<file path="src/rtl/cv32e40p_alu_ft_reconfig_ctrl.sv">
// rtl/cv32e40p_alu_ft_reconfig_ctrl.sv - leaky per-replica error counting and TMR-to-spare reconfiguration FSM
module cv32e40p_alu_ft_reconfig_ctrl #(
    parameter int ERR_THRESHOLD = 8,
    parameter int CNT_WIDTH     = 4,
    parameter int DECAY_PERIOD  = 256,
    parameter int WARMUP_CYCLES = 2
) (
    input  logic                   clk,
    input  logic                   rst,
    input  logic                   alu_valid_i,
    input  logic                   alu_ready_i,
    input  logic                   ex_ready_i,
    input  logic [3:0]             err_detected_alu_i,
    output logic [2:0]             sel_mux_ex_o,
    output logic [3:0]             clock_en_o,
    output logic [3:0]             used_alu_o,
    output logic [3:0]             permanent_faulty_alu_o,
    output logic [3:0]             perf_faulty_pulse_o,
    output logic [4*CNT_WIDTH-1:0] err_count_o,
    output logic                   reconfig_stall_o,
    output logic                   degraded_o
);
    localparam int OP_W = (DECAY_PERIOD > 2) ? $clog2(DECAY_PERIOD) : 1;
    localparam int WU_W = (WARMUP_CYCLES > 1) ? $clog2(WARMUP_CYCLES) : 1;
    localparam logic [CNT_WIDTH-1:0] CNT_MAX = '1;
    localparam logic [CNT_WIDTH-1:0] THRESH  = CNT_WIDTH'(ERR_THRESHOLD);
    localparam logic [WU_W-1:0]      WU_LAST = WU_W'(WARMUP_CYCLES - 1);

    typedef enum logic [1:0] {S_TMR, S_WARMUP, S_SPARE, S_DEGRADED} state_t;

    state_t                state_q, state_d;
    logic [OP_W-1:0]       op_cnt_q;
    logic [CNT_WIDTH-1:0]  cnt_q [4];
    logic [CNT_WIDTH-1:0]  cnt_d [4];
    logic [3:0]            inc, dec, fault_set, spare_mask, new_voted;
    logic                  wrap;
    logic [1:0]            idx_q, idx_d;
    logic [WU_W-1:0]       wu_q, wu_d;
    logic [2:0]            sel_d;
    logic [3:0]            en_d, used_d;
    logic                  stall_d, degraded_d;

    // EX readiness is implied by the stall itself; only alu_ready_i gates warm-up progress.
    logic unused_ex_ready;
    assign unused_ex_ready = ex_ready_i;

    assign wrap = alu_valid_i && (op_cnt_q == '1);

    always_comb begin
        inc       = '0;
        dec       = '0;
        fault_set = '0;
        for (int k = 0; k < 4; k++) begin
            cnt_d[k] = cnt_q[k];
            inc[k]   = alu_valid_i && err_detected_alu_i[k] && !permanent_faulty_alu_o[k];
            dec[k]   = wrap && !permanent_faulty_alu_o[k] && (cnt_q[k] != '0);
            if (inc[k] && !dec[k] && cnt_q[k] != CNT_MAX)
                cnt_d[k] = cnt_q[k] + 1'b1;
            else if (dec[k] && !inc[k])
                cnt_d[k] = cnt_q[k] - 1'b1;
            fault_set[k] = !permanent_faulty_alu_o[k] && (cnt_d[k] >= THRESH);
        end
    end

    always_comb begin
        err_count_o = '0;
        for (int k = 0; k < 4; k++)
            err_count_o[k*CNT_WIDTH +: CNT_WIDTH] = cnt_q[k];
    end

    assign spare_mask = 4'b0001 << idx_q;
    assign new_voted  = perf_faulty_pulse_o & 4'b0111;

    always_comb begin
        state_d    = state_q;
        idx_d      = idx_q;
        wu_d       = wu_q;
        sel_d      = sel_mux_ex_o;
        en_d       = clock_en_o;
        used_d     = used_alu_o;
        stall_d    = 1'b0;
        degraded_d = degraded_o;
        case (state_q)
            S_TMR: begin
                case (new_voted)
                    4'b0000: ;
                    4'b0001: begin state_d = S_WARMUP; idx_d = 2'd0; end
                    4'b0010: begin state_d = S_WARMUP; idx_d = 2'd1; end
                    4'b0100: begin state_d = S_WARMUP; idx_d = 2'd2; end
                    default: state_d = S_DEGRADED;
                endcase
                if (state_d == S_WARMUP) begin
                    wu_d    = '0;
                    en_d    = 4'b1111;
                    stall_d = 1'b1;
                end
            end
            S_WARMUP: begin
                stall_d = 1'b1;
                if ((new_voted & ~spare_mask) != 4'b0000) begin
                    state_d = S_DEGRADED;
                    stall_d = 1'b0;
                end else if (alu_ready_i) begin
                    if (wu_q == WU_LAST) begin
                        // Selection and stall change on the same edge, so no mixed vote is consumed.
                        state_d = S_SPARE;
                        stall_d = 1'b0;
                        sel_d   = 3'b111 & ~spare_mask[2:0];
                        en_d    = 4'b1111 & ~spare_mask;
                        used_d  = 4'b1111 & ~spare_mask;
                    end else begin
                        wu_d = wu_q + 1'b1;
                    end
                end
            end
            S_SPARE: begin
                if (perf_faulty_pulse_o != 4'b0000)
                    state_d = S_DEGRADED;
            end
            default: ;
        endcase
        if (state_d == S_DEGRADED)
            degraded_d = 1'b1;
    end

    always_ff @(posedge clk) begin
        if (rst) begin
            state_q                <= S_TMR;
            op_cnt_q               <= '0;
            idx_q                  <= '0;
            wu_q                   <= '0;
            sel_mux_ex_o           <= 3'b111;
            clock_en_o             <= 4'b0111;
            used_alu_o             <= 4'b0111;
            permanent_faulty_alu_o <= '0;
            perf_faulty_pulse_o    <= '0;
            reconfig_stall_o       <= 1'b0;
            degraded_o             <= 1'b0;
            for (int k = 0; k < 4; k++) cnt_q[k] <= '0;
        end else begin
            state_q                <= state_d;
            if (alu_valid_i) op_cnt_q <= op_cnt_q + 1'b1;
            idx_q                  <= idx_d;
            wu_q                   <= wu_d;
            sel_mux_ex_o           <= sel_d;
            clock_en_o             <= en_d;
            used_alu_o             <= used_d;
            permanent_faulty_alu_o <= permanent_faulty_alu_o | fault_set;
            perf_faulty_pulse_o    <= fault_set;
            reconfig_stall_o       <= stall_d;
            degraded_o             <= degraded_d;
            for (int k = 0; k < 4; k++) cnt_q[k] <= cnt_d[k];
        end
    end
endmodule

</file>
<file path="config.mk">
export PLATFORM = sky130hd
export DESIGN_NAME = cv32e40p_alu_ft_reconfig_ctrl
export DESIGN_NICKNAME = d
export VERILOG_FILES = /design/src/rtl/cv32e40p_alu_ft_reconfig_ctrl.sv
export SDC_FILE = /design/constraint.sdc
export NUM_CORES = 1
export LEC_CHECK = 0
export ABC_AREA = 1
export CAP_MARGIN = 30
export CORE_UTILIZATION = 35
export DETAILED_ROUTE_END_ITERATION = 10
export GPL_TIMING_DRIVEN = 0
export PLACE_DENSITY_LB_ADDON = 0.05
export SYNTH_ARGS = -nofsm -noshare
export SYNTH_HDL_FRONTEND = slang
export SYNTH_SLANG_ARGS = --single-unit
</file>
<file path="constraint.sdc">
create_clock -name clk -period 1.8 [get_ports clk]
set_input_delay 0.18 -clock clk [delete_from_list [all_inputs] [get_ports clk]]
set_output_delay 0.18 -clock clk [all_outputs]
set_load 0.02 [all_outputs]
</file>
==> flow_summary.yaml, run 1 <==
pwr:
  p_switching_w: 0.0008854
  ir_drop_v: 0.0003904
  p_seq_share_pct: 47.7
  finalPower_w: 0.002599
  cellLeakagePower_nw: 1.414
  p_comb_share_pct: 26.6
  clkPwrFrac_pct: 25.7
  p_int_w: 0.001714
  power.density_mw_per_mm2: 800.4
  switching_share_pct: 34.07
synth:
  synth_top_area_share_pct: 36.65
  synth-seq-cells: 47
  synthDistinctLibCells: 34
  synthTopCellsByCount: "nand2_1, inv_1, dfxtp_1, nand3_1, nor2_1"
  synthArstFlopShare_pct: 0
  synth_edf_count: 0
  synth_fp_nets: 386
  netlist_area_mm2: 0.002567
  syn_avg_cell_area_um2: 6.977
  synth_flop_cell: "dfxtp_1"
  yosysTopAreaCell: "dfxtp_1"
  yosys_warnings: 0
  synthTopCellsByArea: "dfxtp_1, nand2_1, nand3_1"
  synth.most_common_cell: "nand2_1"
  synth_cells: 368
  ys_seq_area_share_pct: 36.65
clock_tree:
  root_buffer: "clkbuf_8"
  numCtsBuffers: 5
  clock-sinks: 47
  htreeDepth: 2
  cts_buffer_depth: 2
  cts_tree: "built"
  clk_pin_slew_ns: 0.09
  clock_latency_ns: 0.30
timing:
  slew_headroom_pct: 56.55
  finalMaxSlewViolations: 0
  rsz0062_at_grt: "no"
  hold_violations: 0
  worst_pin_slew_ns: 0.6517
  clock_skew_ns: 0.007354
  finalSetupViolCount: 0
  fin_tns_setup_ns: 0
  fin_crit_sh_pct: 91.65
  period_minus_slack_ns: 1.650
  clock.fmax_ghz: 0.6062
critical_path:
  r2r-start: "op_cnt_q[0]"
  setup.worst_path.start: "op_cnt_q[0]"
  cp_max_fo: 7
  critPathRequiredTime_ns: 2.05
  startpoint_type: "register"
  arrival_ns: 1.90
  critPathKind: "register to register"
  worst_setup_path_end_kind: "register"
grt:
  grt_max_degree: 17
  antenna_found_initial: 0
  grt_use_total_pct: 16.80
  grt_pass1_wl_mm: 10.05
  grt_pass1_vias: 2143
  grt_overflow: 0
job:
  maxCapViolations: 0
final_layout:
  drive_gt1_share_pct: 11.90
  synthToLayoutAreaGrowth_pct: 26.46
  finish.utilization_pct: 46.76
  nets: 437
  final_area_mm2: 0.003247
  diodes: 0
detailed_routing:
  drt-wirelength-per-cell_um: 11.68
  wl_met2_mm: 2.741
  ant_nets: 0
  drt_pass1_iterations: 4
  vias_per_cell: 4.705
  num_vias: 2428
  drtIter0Drc: 106
  drcViolationCount: 0
  wl_met1_mm: 2.930
  route.met3.wl_um: 291
  wirelength_mm: 6.025
  top_layer: "met4"
place:
  hpwl_mm: 4.415
  gp_congestion: 0.8556
  postPlaceCellArea_mm2: 0.003108
  numPortBuffers: 42
floorplanning:
  die_h_um: 87.65
  die_w_um: 87.65
  initial_core_util_pct: 36.97
  core_area_mm2: 0.006944
  row_count: 30
  die-area_mm2: 0.007683
  io_pins: 46
outcome:
  outcome: "finished, final reports clean"
hold_path:
  hp-class: "primary input to register"
  min_from: "alu_valid_i"
==> power groups by stage <==
stage	clock network [W]	registers, W	logic, W
after floorplan	0	0.00134	0.000355
after global placement	0	0.00126	0.000682
after detailed placement	0	0.00126	0.000691
after CTS	0.000709	0.00124	0.000693
after global routing	0.000755	0.00126	0.000785
final	0.000669	0.00124	0.000691
==> metrics by stage <==
| step | std cells | hold slack [ns] | setup WS, ns |
|---|---|---|---|
| floorplan | 368 | 0.3486 | 0.1685 |
| global placement | 506 | 0.4391 | 0.06561 |
| detailed placement | 506 | 0.4484 | 0.06983 |
| CTS | 514 | 0.1502 | 0.07637 |
| global route | 516 | 0.1656 | 0.005259 |
| finish | 516 | 0.1467 | 0.1503 |
==> layer usage <==
layer  track usage [%]  up-vias
li1                  -     1296
met2             27.98       49
met1             22.29     1078
met5                 0        -
met4             4.471        0
met3             3.205        5
==> cells in the final DEF, fill, tap and decap left out, types with 2 or more instances in the layout <==
cell and instances:
nor3_1 3, inv_2 2, nand4_1 9, or2_2 2, ha_1 8, clkinvlp_4 2, clkbuf_1 3, nand3_4 2
nor3_2 2, nand2_2 3, nand3_2 5, dfxtp_1 40, clkdlybuf4s50_1 42, clkbuf_8 5, inv_1 49, xor2_1 9
o21ai_1 2, buf_4 6, nor2_4 4, nand2_1 74, nor2_1 31, a21oi_1 28, nand3_1 47, dfxtp_2 7
o21ai_0 17, nor2_2 4
==> logic make-up (layout without fill, tap and decap cells) <==
family / after synthesis / after routing / synth area share (%)
AO/OA/AOI/OAI: 51 / 51 / 10.33
AND/OR/NAND/NOR: 189 / 189 / 35.48
adder cells (fa/ha/maj): 9 / 9 / 4.386
flip-flops: 47 / 47 / 36.65
buffers and inverters: 62 / 114 / 9.746
XOR/XNOR: 10 / 10 / 3.412
==> worst max-delay path, cell delays in order, from the launching register on <==
cell	delay [ns]
dfxtp_2	0.35
ha_2	0.18
nand2_2	0.08
nor2_4	0.13
nand3_4	0.17
buf_4	0.18
nor2_1	0.07
nand3_1	0.07
nand2_1	0.07
nand2_1	0.05
nand2_1	0.05
nand3_1	0.10
nor2_1	0.10
==> state kept, by name, indices dropped and copies added, names as in the netlist, 2 cells and up, named ones only <==
signal and count:
clock_en_o 4, cnt_q 14, idx_q 2, op_cnt_q 8, perf_faulty_pulse_o 4, permanent_faulty_alu_o 4
sel_mux_ex_o 2, state_q 2, used_alu_o 2
==> what timing repair did <==
item,CTS,global route
hold buffers,0,0
gates resized for setup,0,13
endpoints found under the hold margin,0,0
buffers inserted,0,2
setup endpoints to repair,0,20
==> cell type report <==
| type | instances | area [um2] |
|---|---|---|
| Clock inverter | 3 | 23.77 |
| Timing Repair Buffer | 44 | 435.4 |
| Tap cell | 96 | 120.1 |
| Multi-Input combinational cell | 259 | 1399 |
| Fill cell | 745 | 3697 |
| Sequential cell | 47 | 949.7 |
| Inverter | 52 | 195.2 |
| Clock buffer | 5 | 68.82 |
| Buffer | 10 | 55.05 |
==> path summary, 6_finish.rpt <==
kind | end | cells after the start | slack [ns]
setup / recovery | perf_faulty_pulse_o[2] | 12 | 0.15
hold / removal | op_cnt_q[1] | 2 | 0.15
setup reg to reg | perf_faulty_pulse_o[2] | 12 | 0.15
hold reg to reg | degraded_o | 2 | 0.46
Power figures use the tool's default switching activity.
==> run 2, diff against run 1 <==
- CORE_ASPECT_RATIO: default -> 0.5
- clock period: 1.8 -> 1.55 ns (I/O delays scaled with it)
==> flow_summary.yaml, run 2 (synthesized netlist as in run 1, its figures left out) <==
critical_path:
  endpoint: "cnt_q[0][0]"
  r2r-end: "cnt_q[0][0]"
  max_stage_delay_ns: 0.36
  cp_max_fo: 7
  setup.worst_path.start: "op_cnt_q[0]"
  r2r_cells: 9
  critPathRequiredTime_ns: 1.73
  crit_slowest_cell: "dfxtp_2"
  critPathKind: "register to register"
  startpoint_type: "register"
  crit_cells: 9
  path_buf_inv: 1
  arrival_ns: 1.81
  r2r-start: "op_cnt_q[0]"
  rrSetupSlack_ns: -0.08
  crit_chain: "ha_4, nand2_4, nor2_4, nand3_4, nor2_4, nand2_4, buf_12, a21oi_2, nor2_1"
  worst_setup_path_end_kind: "register"
  cp_top_family: "simple AND/OR/NAND/NOR gates"
detailed_routing:
  drtIter0Drc: 96
  route.met3.wl_um: 265
  num_vias: 2529
  wl_met1_mm: 3.280
  top_layer: "met4"
  drcViolationCount: 0
  drt_pass1_iterations: 4
  wl_met2_mm: 3.036
  vias_per_cell: 4.836
  ant_nets: 0
  wirelength_mm: 6.637
  drt-wirelength-per-cell_um: 12.69
floorplanning:
  die-area_mm2: 0.007703
  io_pins: 46
  core_area_mm2: 0.006884
  die_h_um: 62.56
  row_count: 21
  initial_core_util_pct: 37.30
  die_w_um: 123.1
final_layout:
  largest_reg_flops: 14
  final_common_cell: "nand2_1"
  finish.utilization_pct: 52.22
  nets: 448
  diodes: 0
  synthToLayoutAreaGrowth_pct: 40.01
  drive_gt1_share_pct: 23.67
  final_cell_mix: "nand2_1, inv_1, nand3_1, dfxtp_1, clkdlybuf4s50_1"
  max_flop_register: "cnt_q"
  reg_top3: "cnt_q (14), op_cnt_q (8)"
hold_path:
  holdPathStages: 2
  hp-class: "primary input to register"
timing:
  finalSetupViolCount: 16
  setup_ws_ns: -0.07793
  clock_skew_ns: 0.007308
  rsz0062_at_grt: "yes"
  worst_pin_slew_ns: 0.6745
  slew_headroom_pct: 55.04
  finalMaxSlewViolations: 0
  hold_violations: 0
  fin_crit_sh_pct: 105.0
  clock.fmax_ghz: 0.6143
  period_minus_slack_ns: 1.628
clock_tree:
  clock-sinks: 47
  root_buffer: "clkbuf_16"
  clk_pin_slew_ns: 0.06
  clock_latency_ns: 0.29
  cts_buffer_depth: 2
  htreeDepth: 2
  cts_tree: "built"
  numCtsBuffers: 5
place:
  gp_congestion: 0.7981
  hpwl_mm: 4.561
  numPortBuffers: 42
grt:
  grt_overflow: 0
  grt_use_total_pct: 17.76
  grt_pass1_wl_mm: 10.70
  grt_max_degree: 15
  grt_pass1_vias: 2360
  antenna_found_initial: 0
job:
  maxCapViolations: 0
outcome:
  outcome: "finished, violations left"
  violations: "setup timing"
pwr:
  ir_drop_v: 0.0004474
  power.density_mw_per_mm2: 949.5
  finalPower_w: 0.003413
  cellLeakagePower_nw: 1.625
==> run 2: cell type report <==
| class | count | area (um2) |
|---|---|---|
| multi-input combinational | 259 | 1583 |
| sequential | 47 | 963.4 |
| tap | 92 | 115.1 |
| clock buffer | 6 | 128.9 |
| fill | 689 | 3289 |
| timing repair buffer | 55 | 541.8 |
| inverter | 52 | 195.2 |
| clock inverter | 2 | 12.51 |
| buffer | 10 | 55.05 |
==> run 2: through the flow <==
step                cells  setup WS [ns]  cell area, um2  setup TNS (ns)  hold WS (ns)
finish                523       -0.07793            3595         -0.4687        0.1580
global route          523        -0.1578            3595          -2.691        0.1803
CTS                   518       -0.05991            3421         -0.3471        0.1565
detailed placement    502        -0.1708            3110          -4.211        0.4572
global placement      502        -0.1649            3110          -3.370        0.4505
floorplan             368        0.01306            2575               0        0.3236
==> run 2: timing repair <==
item | 4_1_cts | 5_1_grt
pin swaps | 14 | 19
hold buffers | 0 | 0
buffers inserted | 8 | 5
resized for setup | 31 | 44
setup endpoints to repair | 30 | 35
==> run 2: power by group <==
part | switching (W) | internal, W
clock network | 0.000470 | 0.000596
logic | 0.000517 | 0.000375
registers | 0.000125 | 0.00133
total | 0.00111 | 0.00230
==> run 2: worst reg2reg max path, stage by stage, from the launching register on <==
cell	delay (ns)
dfxtp_2	0.36
ha_4	0.16
nand2_4	0.06
nor2_4	0.11
nand3_4	0.18
nor2_4	0.20
nand2_4	0.10
buf_12	0.14
a21oi_2	0.14
nor2_1	0.06
==> run 2: routing by layer <==
layer	track usage (%)	vias up
met3	4.562	5
met1	22.85	1162
met4	4.669	0
met5	0	-
li1	-	1319
met2	29.33	43
==> run 2: how the worst min path moves through the flow <==
stage,start,end
floorplan,alu_ready_i,wu_q
global placement,permanent_faulty_alu_o[0],perf_faulty_pulse_o[0]
detailed placement,permanent_faulty_alu_o[0],perf_faulty_pulse_o[0]
CTS,alu_valid_i,op_cnt_q[1]
global route,alu_valid_i,op_cnt_q[1]
finish,alu_valid_i,op_cnt_q[1]
